**config.mk**
```make
export PLATFORM = sky130hd
export DESIGN_NAME = jesd204b_sysref_generator
export DESIGN_NICKNAME = d
export VERILOG_FILES = /design/src/rtl/jesd204b_pkg.sv /design/src/rtl/jesd204b_sysref_phase_cnt.sv /design/src/rtl/jesd204b_sysref_generator.sv
export SDC_FILE = /design/constraint.sdc
export NUM_CORES = 1
export LEC_CHECK = 0
export ABC_AREA = 1
export CORE_ASPECT_RATIO = 0.8
export CORE_MARGIN = 4
export CORE_UTILIZATION = 52
export DETAILED_ROUTE_END_ITERATION = 16
export GPL_TIMING_DRIVEN = 1
export HOLD_SLACK_MARGIN = 0.1
export PLACE_DENSITY = 0.76
export SLEW_MARGIN = 5
export SYNTH_ARGS = -nofsm -noshare
export SYNTH_HDL_FRONTEND = slang
export SYNTH_SLANG_ARGS = --single-unit
```
**constraint.sdc**
```tcl
create_clock -name dclk -period 2.8 [get_ports dclk]
set_input_delay 0.42 -clock dclk [delete_from_list [all_inputs] [get_ports dclk]]
set_output_delay 0.42 -clock dclk [all_outputs]
set_load 0.005 [all_outputs]
```
**src/rtl/jesd204b_pkg.sv**
```systemverilog
// Shared JESD204B definitions: SYSREF mode and state encodings plus the
// LMFC-to-dclk derivation used by both SYSREF and LMFC generators.
package jesd204b_pkg;

   typedef enum logic [1:0] {
      MODE_ONESHOT = 2'b00,
      MODE_GAPPED  = 2'b01,
      MODE_CONT    = 2'b10,
      MODE_RSVD    = 2'b11
   } mode_e;

   typedef enum logic [1:0] {
      ST_IDLE,
      ST_ARMED,
      ST_PULSE,
      ST_GAP
   } sysref_state_e;

   function automatic int lmfc_dclk(input int k, input int f, input int div);
      return (k * f) / div;
   endfunction

endpackage

```
**src/rtl/jesd204b_sysref_phase_cnt.sv**
```systemverilog
// Free-running modulo-PERIOD phase counter with a launch-phase compare.
// Never gated by generator state, so SYSREF edges stay phase-locked.
module jesd204b_sysref_phase_cnt #(
   parameter int PERIOD = 8,
   parameter int PH_W   = 3
) (
   input  logic            dclk,
   input  logic            rst,
   input  logic [PH_W-1:0] launch,
   output logic [PH_W-1:0] phase,
   output logic            hit
);

   localparam logic [PH_W-1:0] LAST = PH_W'(PERIOD - 1);

   always_ff @(posedge dclk) begin
      if (rst) begin
         phase <= '0;
      end else if (phase == LAST) begin
         phase <= '0;
      end else begin
         phase <= phase + PH_W'(1);
      end
   end

   assign hit = (phase == launch);

endmodule

```
**src/rtl/jesd204b_sysref_generator.sv**
```systemverilog
// JESD204B SYSREF generator: one-shot, gapped and continuous bursts.
// Optional launch-phase skew via JESD204B_SYSREF_GEN_SKEW_EN (adds i_skew).
module jesd204b_sysref_generator
   import jesd204b_pkg::*;
#(
   parameter  int JESD_F           = 1,
   parameter  int JESD_K           = 8,
   parameter  int DCLK_DIV         = 4,
   parameter  int LMFC_PERIOD_MULT = 4,
   parameter  int PULSE_WIDTH      = 2,
   localparam int LMFC_DCLK        = lmfc_dclk(JESD_K, JESD_F, DCLK_DIV),
   localparam int PERIOD           = LMFC_DCLK * LMFC_PERIOD_MULT,
   localparam int PH_W             = (PERIOD > 1) ? $clog2(PERIOD) : 1
) (
   input  logic            dclk,
   input  logic            rst,
   input  logic [1:0]      i_mode,
   input  logic [7:0]      i_pulse_count,
   input  logic            i_start,
   input  logic            i_stop,
`ifdef JESD204B_SYSREF_GEN_SKEW_EN
   input  logic [PH_W-1:0] i_skew,
`endif
   output logic            o_sysref,
   output logic            o_busy,
   output logic            o_done,
   output logic [7:0]      o_pulse_cnt,
   output logic [PH_W-1:0] o_phase
);

   if (PERIOD < 2) begin : g_bad_period
      $error("SYSREF PERIOD must be at least 2");
   end
   if (PULSE_WIDTH < 1 || PULSE_WIDTH >= PERIOD) begin : g_bad_width
      $error("PULSE_WIDTH must satisfy 1 <= PULSE_WIDTH < PERIOD");
   end

   localparam logic [PH_W-1:0] W_LAST = PH_W'(PULSE_WIDTH - 1);

   sysref_state_e   state;
   mode_e           mode_q;
   logic [7:0]      target;
   logic [7:0]      pulse_cnt;
   logic [8:0]      cnt_inc;
   logic [PH_W-1:0] wcnt;
   logic [PH_W-1:0] skew_q;
   logic [PH_W-1:0] skew_in;
   logic [PH_W-1:0] launch;
   logic [PH_W-1:0] phase;
   logic            hit;
   logic            stop_pend;
   logic            last_pulse;
   logic            sysref;
   logic            busy;
   logic            done;

`ifdef JESD204B_SYSREF_GEN_SKEW_EN
   logic [PH_W:0] skew_ext;
   assign skew_ext = {1'b0, i_skew};
   assign skew_in  = (skew_ext >= (PH_W+1)'(PERIOD))
                   ? PH_W'(skew_ext - (PH_W+1)'(PERIOD)) : i_skew;
`else
   assign skew_in = '0;
`endif

   // Launch one cycle early so the registered pulse is high at phase == skew.
   assign launch = (skew_q == '0) ? PH_W'(PERIOD - 1) : skew_q - PH_W'(1);

   jesd204b_sysref_phase_cnt #(
      .PERIOD (PERIOD),
      .PH_W   (PH_W)
   ) u_phase (
      .dclk   (dclk),
      .rst    (rst),
      .launch (launch),
      .phase  (phase),
      .hit    (hit)
   );

   assign cnt_inc = {1'b0, pulse_cnt} + 9'd1;

   always_comb begin
      last_pulse = 1'b1;
      case (mode_q)
         MODE_GAPPED: last_pulse = (cnt_inc >= {1'b0, target});
         MODE_CONT:   last_pulse = 1'b0;
         default:     last_pulse = 1'b1;
      endcase
      if (stop_pend || i_stop) last_pulse = 1'b1;
   end

   always_ff @(posedge dclk) begin
      if (rst) begin
         state     <= ST_IDLE;
         mode_q    <= MODE_ONESHOT;
         target    <= 8'd1;
         pulse_cnt <= '0;
         wcnt      <= '0;
         skew_q    <= '0;
         stop_pend <= 1'b0;
         sysref    <= 1'b0;
         busy      <= 1'b0;
         done      <= 1'b0;
      end else begin
         done <= 1'b0;
         case (state)
            ST_IDLE: begin
               if (i_start && !i_stop) begin
                  state     <= ST_ARMED;
                  busy      <= 1'b1;
                  mode_q    <= mode_e'(i_mode);
                  target    <= (i_pulse_count == 8'd0) ? 8'd1 : i_pulse_count;
                  pulse_cnt <= '0;
                  skew_q    <= skew_in;
                  stop_pend <= 1'b0;
               end
            end
            ST_ARMED, ST_GAP: begin
               if (i_stop) begin
                  state <= ST_IDLE;
                  busy  <= 1'b0;
                  done  <= 1'b1;
               end else if (hit) begin
                  state  <= ST_PULSE;
                  sysref <= 1'b1;
                  wcnt   <= '0;
               end
            end
            ST_PULSE: begin
               if (wcnt == W_LAST) begin
                  sysref    <= 1'b0;
                  pulse_cnt <= cnt_inc[8] ? 8'hFF : cnt_inc[7:0];
                  if (last_pulse) begin
                     state     <= ST_IDLE;
                     busy      <= 1'b0;
                     done      <= 1'b1;
                     stop_pend <= 1'b0;
                  end else begin
                     state <= ST_GAP;
                  end
               end else begin
                  wcnt <= wcnt + PH_W'(1);
                  if (i_stop) stop_pend <= 1'b1;
               end
            end
            default: state <= ST_IDLE;
         endcase
      end
   end

   assign o_sysref    = sysref;
   assign o_busy      = busy;
   assign o_done      = done;
   assign o_pulse_cnt = pulse_cnt;
   assign o_phase     = phase;

endmodule
```
==> results_dict.tcl, run 1 <==
set metrics [dict create \
    first_pass_iters 4 \
    drc 0 \
    dp_hpwl_um 2549 \
    worst_path_max_delay_cell "dfxtp_1" \
    antenna_found_initial 0 \
    crit_top_cell "nand2_1" \
    path_max_fanout 6 \
    cap_violations 0 \
    ys_seq_area_frac 0.3642 \
    p_per_area_nw_per_um2 667.7 \
    fp.coreArea_um2 2893 \
    period_share 0.8376 \
    hp-start "target[1]$_SDFFE_PP0P_" \
    num_rows 17 \
    finalInstanceArea_um2 2016 \
    slew_headroom 0.6886 \
    rsz0062_at_grt "no" \
    setup_viol 0 \
    synth_area_per_cell_um2 7.462 \
    hold_viol 0 \
    grtUsageTotal 0.1767 \
    drtIter0Drc 50 \
    synth_top_flop_cell "dfxtp_1" \
    cts.repair.resized 0 \
    cp_data_arrival_time_ns 2.55 \
    utilization 0.6968 \
    cp-start-kind "register" \
    synth_common_cells "nand2_1 (38), inv_1 (36), dfxtp_1 (30), a21oi_1 (23), o21ai_0 (21)" \
    layout-drive-gt1-share 0.1195 \
    synth-edff-count 0 \
    ys_ff_latch 30 \
    syn2layout_area_growth_pct 22.23 \
    htreeDepth 2 \
    cts_buffer_depth 2 \
    worst_ep_required_time_ns 3.00 \
    leakagePower_uw 0.0008451 \
    diodes 0 \
    regArea_um2 600.6 \
    outcome "finished, final reports clean" \
    grt_pass1_vias 1263 \
    drtAntennaViolNets 0 \
    num-fill-cells 272 \
    synth_top_area_cell "dfxtp_1" \
    die-area_um2 4142 \
    yosysWarnings 0 \
    start_util 0.5701 \
    startpoint "o_pulse_cnt[0]$_SDFFE_PP0P_" \
    cts_tree "yes" \
    io_pins 28 \
    clk_pin_slew_ns 0.06 \
    die_w_um 70.96 \
    yosysMostFrequentCell "nand2_1" \
    critPathCaptureType "register" \
    final_cells 289 \
    post_cts_buffers 0 \
    peakVddDrop_v 0.0004035 \
    place_area_um2 1939 \
    rr_startpoint "o_pulse_cnt[0]$_SDFFE_PP0P_" \
    grt_first_pass_wirelength_um 5706 \
    multi_input_area_um2 870.8 \
    synthCells 221 \
    grt_max_degree 16 \
    min_period_ns 2.345 \
    num-nets-final 278 \
    worstMarginPinSlew_ns 0.4656 \
    vias_per_cell 5.042 \
    wirelength_um 3368 \
    cts_root_buffer "clkbuf_8" \
    skew_ns 0.005628 \
    slew_viol_final 0 \
    holdWs_ns 0.4621 \
    synthArstFlopShare 0 \
    die_h_um 58.37 \
    dp.cells 282 \
    max_freq_ghz 0.4264 \
    synth_area_leaders "dfxtp_1 (36%), ha_1 (9.9%), nand2_1 (8.6%)" \
    slowest_delay_ns 0.42 \
    place_congestion 0.8337 \
    cts_buffers 5 \
    post_drt_wl_per_cell_um 11.65 \
    rrSetupSlack_ns 0.45 \
    yosys.area.top_type_share 0.3642 \
    vias 1457 \
    setup-tns-final_ns 0 \
    io_buffer_count 27 \
    worstSetupPathType "reg2reg" \
    gr-total-overflow 0 \
    hold_buffers 0 \
    cp_cell_sequence "ha_1 -> nand3_2 -> xor2_1 -> ha_1 -> nand2_1 -> inv_1 -> nand2_1 -> nand3_1 -> nand2_1 -> nand2_1 -> nand2_1 -> nand2_2 -> nand2_2 -> nand3_2 -> nand2_1 -> nand2_1 -> a21oi_1" \
    insertion_delay_ns 0.28 \
    synth_cell_type_count 28 \
    min_path_type "reg2reg" \
    syn-num-nets 248 \
    clock_sinks 30 \
    synth_area_um2 1649 \
]
state kept, by name (all words and copies together) (netlist names), 2 cells and up:
signal         flops
wcnt               3
o_pulse_cnt        8
target             8
state              2
u_phase.phase      3
mode_q             2
per-layer routing:
metal  routed length [µm]  GRT usage  vias up
li1                     -          -      761
met1                 1742     0.2424      644
met2                 1307     0.2563       44
met3                  264    0.05802        8
met4                   53    0.07239        0
met5                    0          0        -
path summary, 6_finish.rpt:
kind	depth (start not counted)	to
setup reg to reg	17	o_busy$_SDFFE_PP0P_
hold / removal	2	target[1]$_SDFFE_PP0P_
hold reg to reg	2	target[1]$_SDFFE_PP0P_
setup / recovery	17	o_busy$_SDFFE_PP0P_
through the flow:
step | power [µW] | worst slack, ns
floorplan | 902.0 | 0.7669
global placement | 1017 | 0.6829
detailed placement | 1026 | 0.5433
CTS | 1350 | 0.4959
global route | 1440 | 0.2783
finish | 1346 | 0.4546
final cells by class:
cell class	count	share of cell area
Inverter	40	0.07449
Multi-Input combinational cell	147	0.4320
Clock buffer	7	0.03786
Sequential cell	30	0.2980
Timing Repair Buffer	27	0.1341
Tap cell	38	0.02359
layout by cell type (no fill, tap or decap), types with 3 or more instances in the layout:
master           instances
nand3_1                  5
inv_2                    4
dfxtp_1                 30
xor2_1                   4
nor2_2                   3
clkbuf_8                 5
nand2_1                 38
nor2_1                  13
clkdlybuf4s50_1         27
nand3_2                  4
o21ai_0                 21
inv_1                   36
nand2_2                  4
a31oi_1                  3
ha_1                    13
a21oi_1                 23
nor2_4                   5
where the power goes:
part / leakage (µW) / switching (µW) / internal, µW
combinational: 0.000562 / 283 / 186
sequential: 0.000245 / 52.8 / 502
clock: 0.0000383 / 151 / 171
logic make-up (layout without fill, tap and decap cells):
logic type	Yosys count	after routing	synth area share
AO/OA/AOI/OAI	50	50	0.1578
XOR/XNOR	4	4	0.02124
adder cells (fa/ha/maj)	13	13	0.09864
buffers and inverters	44	74	0.1077
flip-flops	30	30	0.3642
AND/OR/NAND/NOR	80	80	0.2504
critical path: cells and delay by family (launching register included):
kind / cells / cell delay (ns)
flops: 1 / 0.42
buf+inv: 1 / 0.04
fa+ha+maj: 2 / 0.52
simple gates: 12 / 0.91
compound gates: 1 / 0.13
xor+xnor: 1 / 0.21
(Power assumes the default switching activity.)
==> inputs of run 2 (changes only) <==
clock period = 2.4 ns   (was 2.8 ns; I/O delays follow)
==> results_dict.tcl, run 2 (synthesis results as in run 1) <==
set metrics [dict create \
    post_cts_buffers 0 \
    vias_per_cell 4.893 \
    leakagePower_uw 0.0008602 \
    num-nets-final 280 \
    worst_ep_required_time_ns 2.62 \
    hp-start "u_phase.phase[0]$_SDFF_PP0_" \
    period_share 0.8983 \
    place_congestion 0.8690 \
    cts_buffer_depth 2 \
    max_freq_ghz 0.4638 \
    dp.cells 284 \
    syn2layout_area_growth_pct 24.05 \
    p_sw_frac 0.3524 \
    final_cell_mix "nand2_1 (38), inv_1 (36), dfxtp_1 (29)" \
    clock_sinks 30 \
    setup-tns-final_ns 0 \
    worstMarginPinSlew_ns 0.3712 \
    num_rows 17 \
    die_w_um 70.96 \
    p_per_area_nw_per_um2 772.7 \
    antenna_found_initial 0 \
    setup_viol 0 \
    drtAntennaViolNets 0 \
    clkPwrFrac 0.250 \
    drc 0 \
    grt_max_degree 16 \
    power.switching_uw 557.0 \
    htreeDepth 2 \
    path_max_fanout 4 \
    post_drt_wl_per_cell_um 11.16 \
    slew_headroom 0.7523 \
    busiest_layer "met2" \
    first_pass_iters 4 \
    cts.repair.resized 0 \
    dp_hpwl_um 2453 \
    power_frac_seq 0.408 \
    layout-drive-gt1-share 0.1389 \
    grt_pass1_vias 1300 \
    cts_tree "yes" \
    power.internal_uw 1024 \
    grtUsageTotal 0.1716 \
    gr-total-overflow 0 \
    grt_first_pass_wirelength_um 5506 \
    peakVddDrop_v 0.0005019 \
    io_pins 28 \
    rrSetupSlack_ns 0.24 \
    io_buffer_count 27 \
    cp_data_arrival_time_ns 2.37 \
    cap_violations 0 \
    insertion_delay_ns 0.28 \
    outcome "finished, final reports clean" \
    rsz0062_at_grt "no" \
    hold_buffers 0 \
    start_util 0.5701 \
    die_h_um 58.37 \
    min_path_type "reg2reg" \
    wirelength_um 3235 \
    globalRouteMet2Util 0.2510 \
    globalRouteMet3Util 0.04949 \
    worstSetupPathType "reg2reg" \
    min_period_ns 2.156 \
    critPathCaptureType "register" \
    drtIter0Drc 86 \
    fp.coreArea_um2 2893 \
    rr_startpoint "o_pulse_cnt[1]$_SDFFE_PP0P_" \
    final_cells 290 \
    comb_power_share 0.341 \
    startpoint "o_pulse_cnt[1]$_SDFFE_PP0P_" \
    slew_viol_final 0 \
    mostFrequentLayoutCell "nand2_1" \
    met1_usage 0.2306 \
    clk_pin_slew_ns 0.06 \
    cts_buffers 5 \
    skew_ns 0.003398 \
    vias 1419 \
    die-area_um2 4142 \
    hold_viol 0 \
    cp-start-kind "register" \
    diodes 0 \
    cts_root_buffer "clkbuf_8" \
]
run 2: worst max-delay path, cell delays in order, from the launching register on:
cell,delay (ns)
dfxtp_1,0.39
ha_1,0.22
nand3_2,0.12
xor2_1,0.21
ha_1,0.27
nand2_1,0.08
inv_1,0.04
nand2_1,0.05
nand3_1,0.07
nand2_1,0.06
nand2_1,0.04
nand2_1,0.07
nand2_2,0.05
nand2_2,0.07
nand3_2,0.08
nand2_1,0.11
nand2_1,0.06
a21oi_1,0.11
run 2: final timing paths:
kind / end / cells past startpoint
worst max register to register: o_busy$_SDFFE_PP0P_ / 17
worst min-delay path: u_phase.phase[0]$_SDFF_PP0_ / 1
worst max-delay path: o_busy$_SDFFE_PP0P_ / 17
worst min register to register: u_phase.phase[0]$_SDFF_PP0_ / 1
run 2: stage by stage:
stage               hold WS [ns]  utilization  setup WS (ns)  area (µm²)  total power [µW]
global placement          0.4308       0.6756         0.2909        1954              1189
finish                    0.4452       0.7072         0.2441        2046              1581
CTS                       0.4550       0.7042         0.1731        2037              1592
detailed placement        0.4443       0.6756         0.2165        1954              1196
floorplan                 0.4297            -         0.3669        1649              1052
global route              0.4745       0.7072        0.01218        2046              1705
run 2: final cells by class:
| type | instances | area, µm² |
|---|---|---|
| Inverter | 40 | 150.1 |
| Tap cell | 38 | 47.55 |
| Sequential cell | 30 | 601.8 |
| Timing Repair Buffer | 29 | 285.3 |
| Fill cell | 262 | 847.1 |
| Multi-Input combinational cell | 147 | 878.3 |
| Clock buffer | 6 | 82.58 |
run 2: layer usage:
layer / wire [µm] / vias to the layer above / share of wire
met3: 232 / 7 / 0.072
met5: 0 / - / 0
met2: 1210 / 42 / 0.37
li1: - / 770 / -
met4: 61 / 0 / 0.019
met1: 1731 / 600 / 0.54
run 2: power by group through the flow:
| stage | registers (µW) | logic [µW] | clock network [µW] |
|---|---|---|---|
| final | 645 | 540 | 396 |
| after global routing | 657 | 622 | 426 |
| after CTS | 645 | 544 | 404 |
| after detailed placement | 655 | 540 | 0 |
| after global placement | 654 | 535 | 0 |
| after floorplan | 647 | 406 | 0 |
==> inputs of run 3 (changes only) <==
PLACE_DENSITY = not set   (was 0.76)
PLACE_DENSITY_LB_ADDON = 0.2   (was not set)
SKIP_LAST_GASP = 1   (was not set)
==> results_dict.tcl, run 3 (synthesis results as in run 1) <==
set metrics [dict create \
    outcome "finished, final reports clean" \
    final_cell_mix "nand2_1 (38), inv_1 (36), dfxtp_1 (29)" \
    skew_ns 0.005067 \
    gr-total-overflow 0 \
    critPathCaptureType "register" \
    place_congestion 0.8631 \
    crit_top_cell "nand2_1" \
    cts.repair.resized 0 \
    worst_ep_required_time_ns 2.61 \
    num-nets-final 280 \
    grtUsageTotal 0.1874 \
    num_rows 17 \
    post_cts_buffers 0 \
    drtAntennaViolNets 0 \
    preCtsSetupSlack_ns 0.1952 \
    hold_buffers 0 \
    hold_viol 0 \
    first_pass_iters 4 \
    worstMarginPinSlew_ns 0.4118 \
    min_path_type "reg2reg" \
    grt_max_degree 16 \
    leakagePower_uw 0.0008645 \
    slew_viol_final 0 \
    power_uw 1609 \
    syn2layout_area_growth_pct 25.19 \
    cts_root_buffer "clkbuf_8" \
    slew_headroom 0.7251 \
    setup-tns-final_ns 0 \
    period_share 0.9205 \
    insertion_delay_ns 0.28 \
    fp.coreArea_um2 2893 \
    grt_pass1_vias 1328 \
    post_drt_wl_per_cell_um 12.08 \
    slowest_delay_ns 0.38 \
    path_max_fanout 4 \
    worstSetupPathType "reg2reg" \
    die-area_um2 4142 \
    rsz0062_at_grt "no" \
    min_period_ns 2.209 \
    p_per_area_nw_per_um2 779.4 \
    mostFrequentLayoutCell "nand2_1" \
    vias_per_cell 5.021 \
    cap_violations 0 \
    antenna_found_initial 0 \
    clock_sinks 30 \
    worst_path_max_delay_cell "dfxtp_1" \
    fin_ws_ns 0.1908 \
    setup_viol 0 \
    die_w_um 70.96 \
    cp-start-kind "register" \
    clk_pin_slew_ns 0.06 \
    layout-drive-gt1-share 0.1496 \
    cp_data_arrival_time_ns 2.42 \
    io_pins 28 \
    htreeDepth 2 \
    vias 1466 \
    drtIter0Drc 89 \
    die_h_um 58.37 \
    drc 0 \
    max_freq_ghz 0.4526 \
    peakVddDrop_v 0.0004870 \
    cp_cell_sequence "nand3_1 -> nor2_1 -> inv_1 -> nor2_1 -> or2_2 -> inv_1 -> ha_1 -> nand2_1 -> inv_1 -> nand2_1 -> nand2_1 -> nand2_1 -> nand2_2 -> nand2_2 -> nand3_2 -> nand2_1 -> nand2_1 -> a21oi_1" \
    diodes 0 \
    cts_buffers 5 \
    wirelength_um 3526 \
    io_buffer_count 27 \
    grt_first_pass_wirelength_um 6009 \
    cts_tree "yes" \
    start_util 0.5701 \
    cts_buffer_depth 2 \
    dp_hpwl_um 2599 \
]
run 3: changes by cell type in the layout (fill, tap and decap cells not counted):
cell	change
ha_2	+1
xor2_2	+1
ha_1	-1
clkinv_2	+1
xor2_1	-1
clkbuf_1	+1
run 3: metrics by stage:
| stage | utilization | hold WS (ns) | instances | area (µm²) |
|---|---|---|---|---|
| 2_1_floorplan | - | 0.4297 | 221 | 1649 |
| 3_3_place_gp | 0.6756 | 0.4300 | 284 | 1954 |
| 3_5_place_dp | 0.6756 | 0.4397 | 284 | 1954 |
| 4_1_cts | 0.7072 | 0.4533 | 292 | 2046 |
| 5_1_grt | 0.7137 | 0.4720 | 292 | 2064 |
| 6_report | 0.7137 | 0.4442 | 292 | 2064 |
run 3: worst max-delay path, delay by kind of cell (launching register included):
family / cells / cell delay [ns]
simple gates: 13 / 1.20
flops: 1 / 0.38
fa+ha+maj: 1 / 0.28
buf+inv: 3 / 0.16
compound gates: 1 / 0.13
run 3: report_power, final:
part / total (µW) / internal, µW / switching, µW / leakage [µW]
Combinational: 552 / 218 / 335 / 0.000571
Clock: 409 / 231 / 179 / 0.0000482
Sequential: 647 / 586 / 61.5 / 0.000246
Total: 1610 / 1030 / 575 / 0.000865
run 3: layout make-up:
cell class | instances | area (µm²)
Fill cell | 240 | 828.3
Sequential cell | 30 | 601.8
Clock inverter | 1 | 5.005
Inverter | 40 | 150.1
Multi-Input combinational cell | 147 | 888.4
Clock buffer | 7 | 86.33
Tap cell | 38 | 47.55
Timing Repair Buffer | 29 | 285.3
run 3: routing by layer:
metal	share of wire	routed length [µm]	track usage	vias to the layer above
met5	0	0	0	-
met1	0.49	1726	0.2424	633
met3	0.081	285	0.07338	8
met4	0.016	57	0.08311	0
li1	-	-	-	772
met2	0.41	1456	0.2774	53
run 3: final timing paths:
kind                                                   from                          end  slack, ns  cells after the start
worst max-delay path            o_pulse_cnt[1]$_SDFFE_PP0P_          o_busy$_SDFFE_PP0P_       0.19                     18
worst min-delay path            u_phase.phase[0]$_SDFF_PP0_  u_phase.phase[0]$_SDFF_PP0_       0.44                      1
worst max register to register  o_pulse_cnt[1]$_SDFFE_PP0P_          o_busy$_SDFFE_PP0P_       0.19                     18
worst min register to register  u_phase.phase[0]$_SDFF_PP0_  u_phase.phase[0]$_SDFF_PP0_       0.44                      1
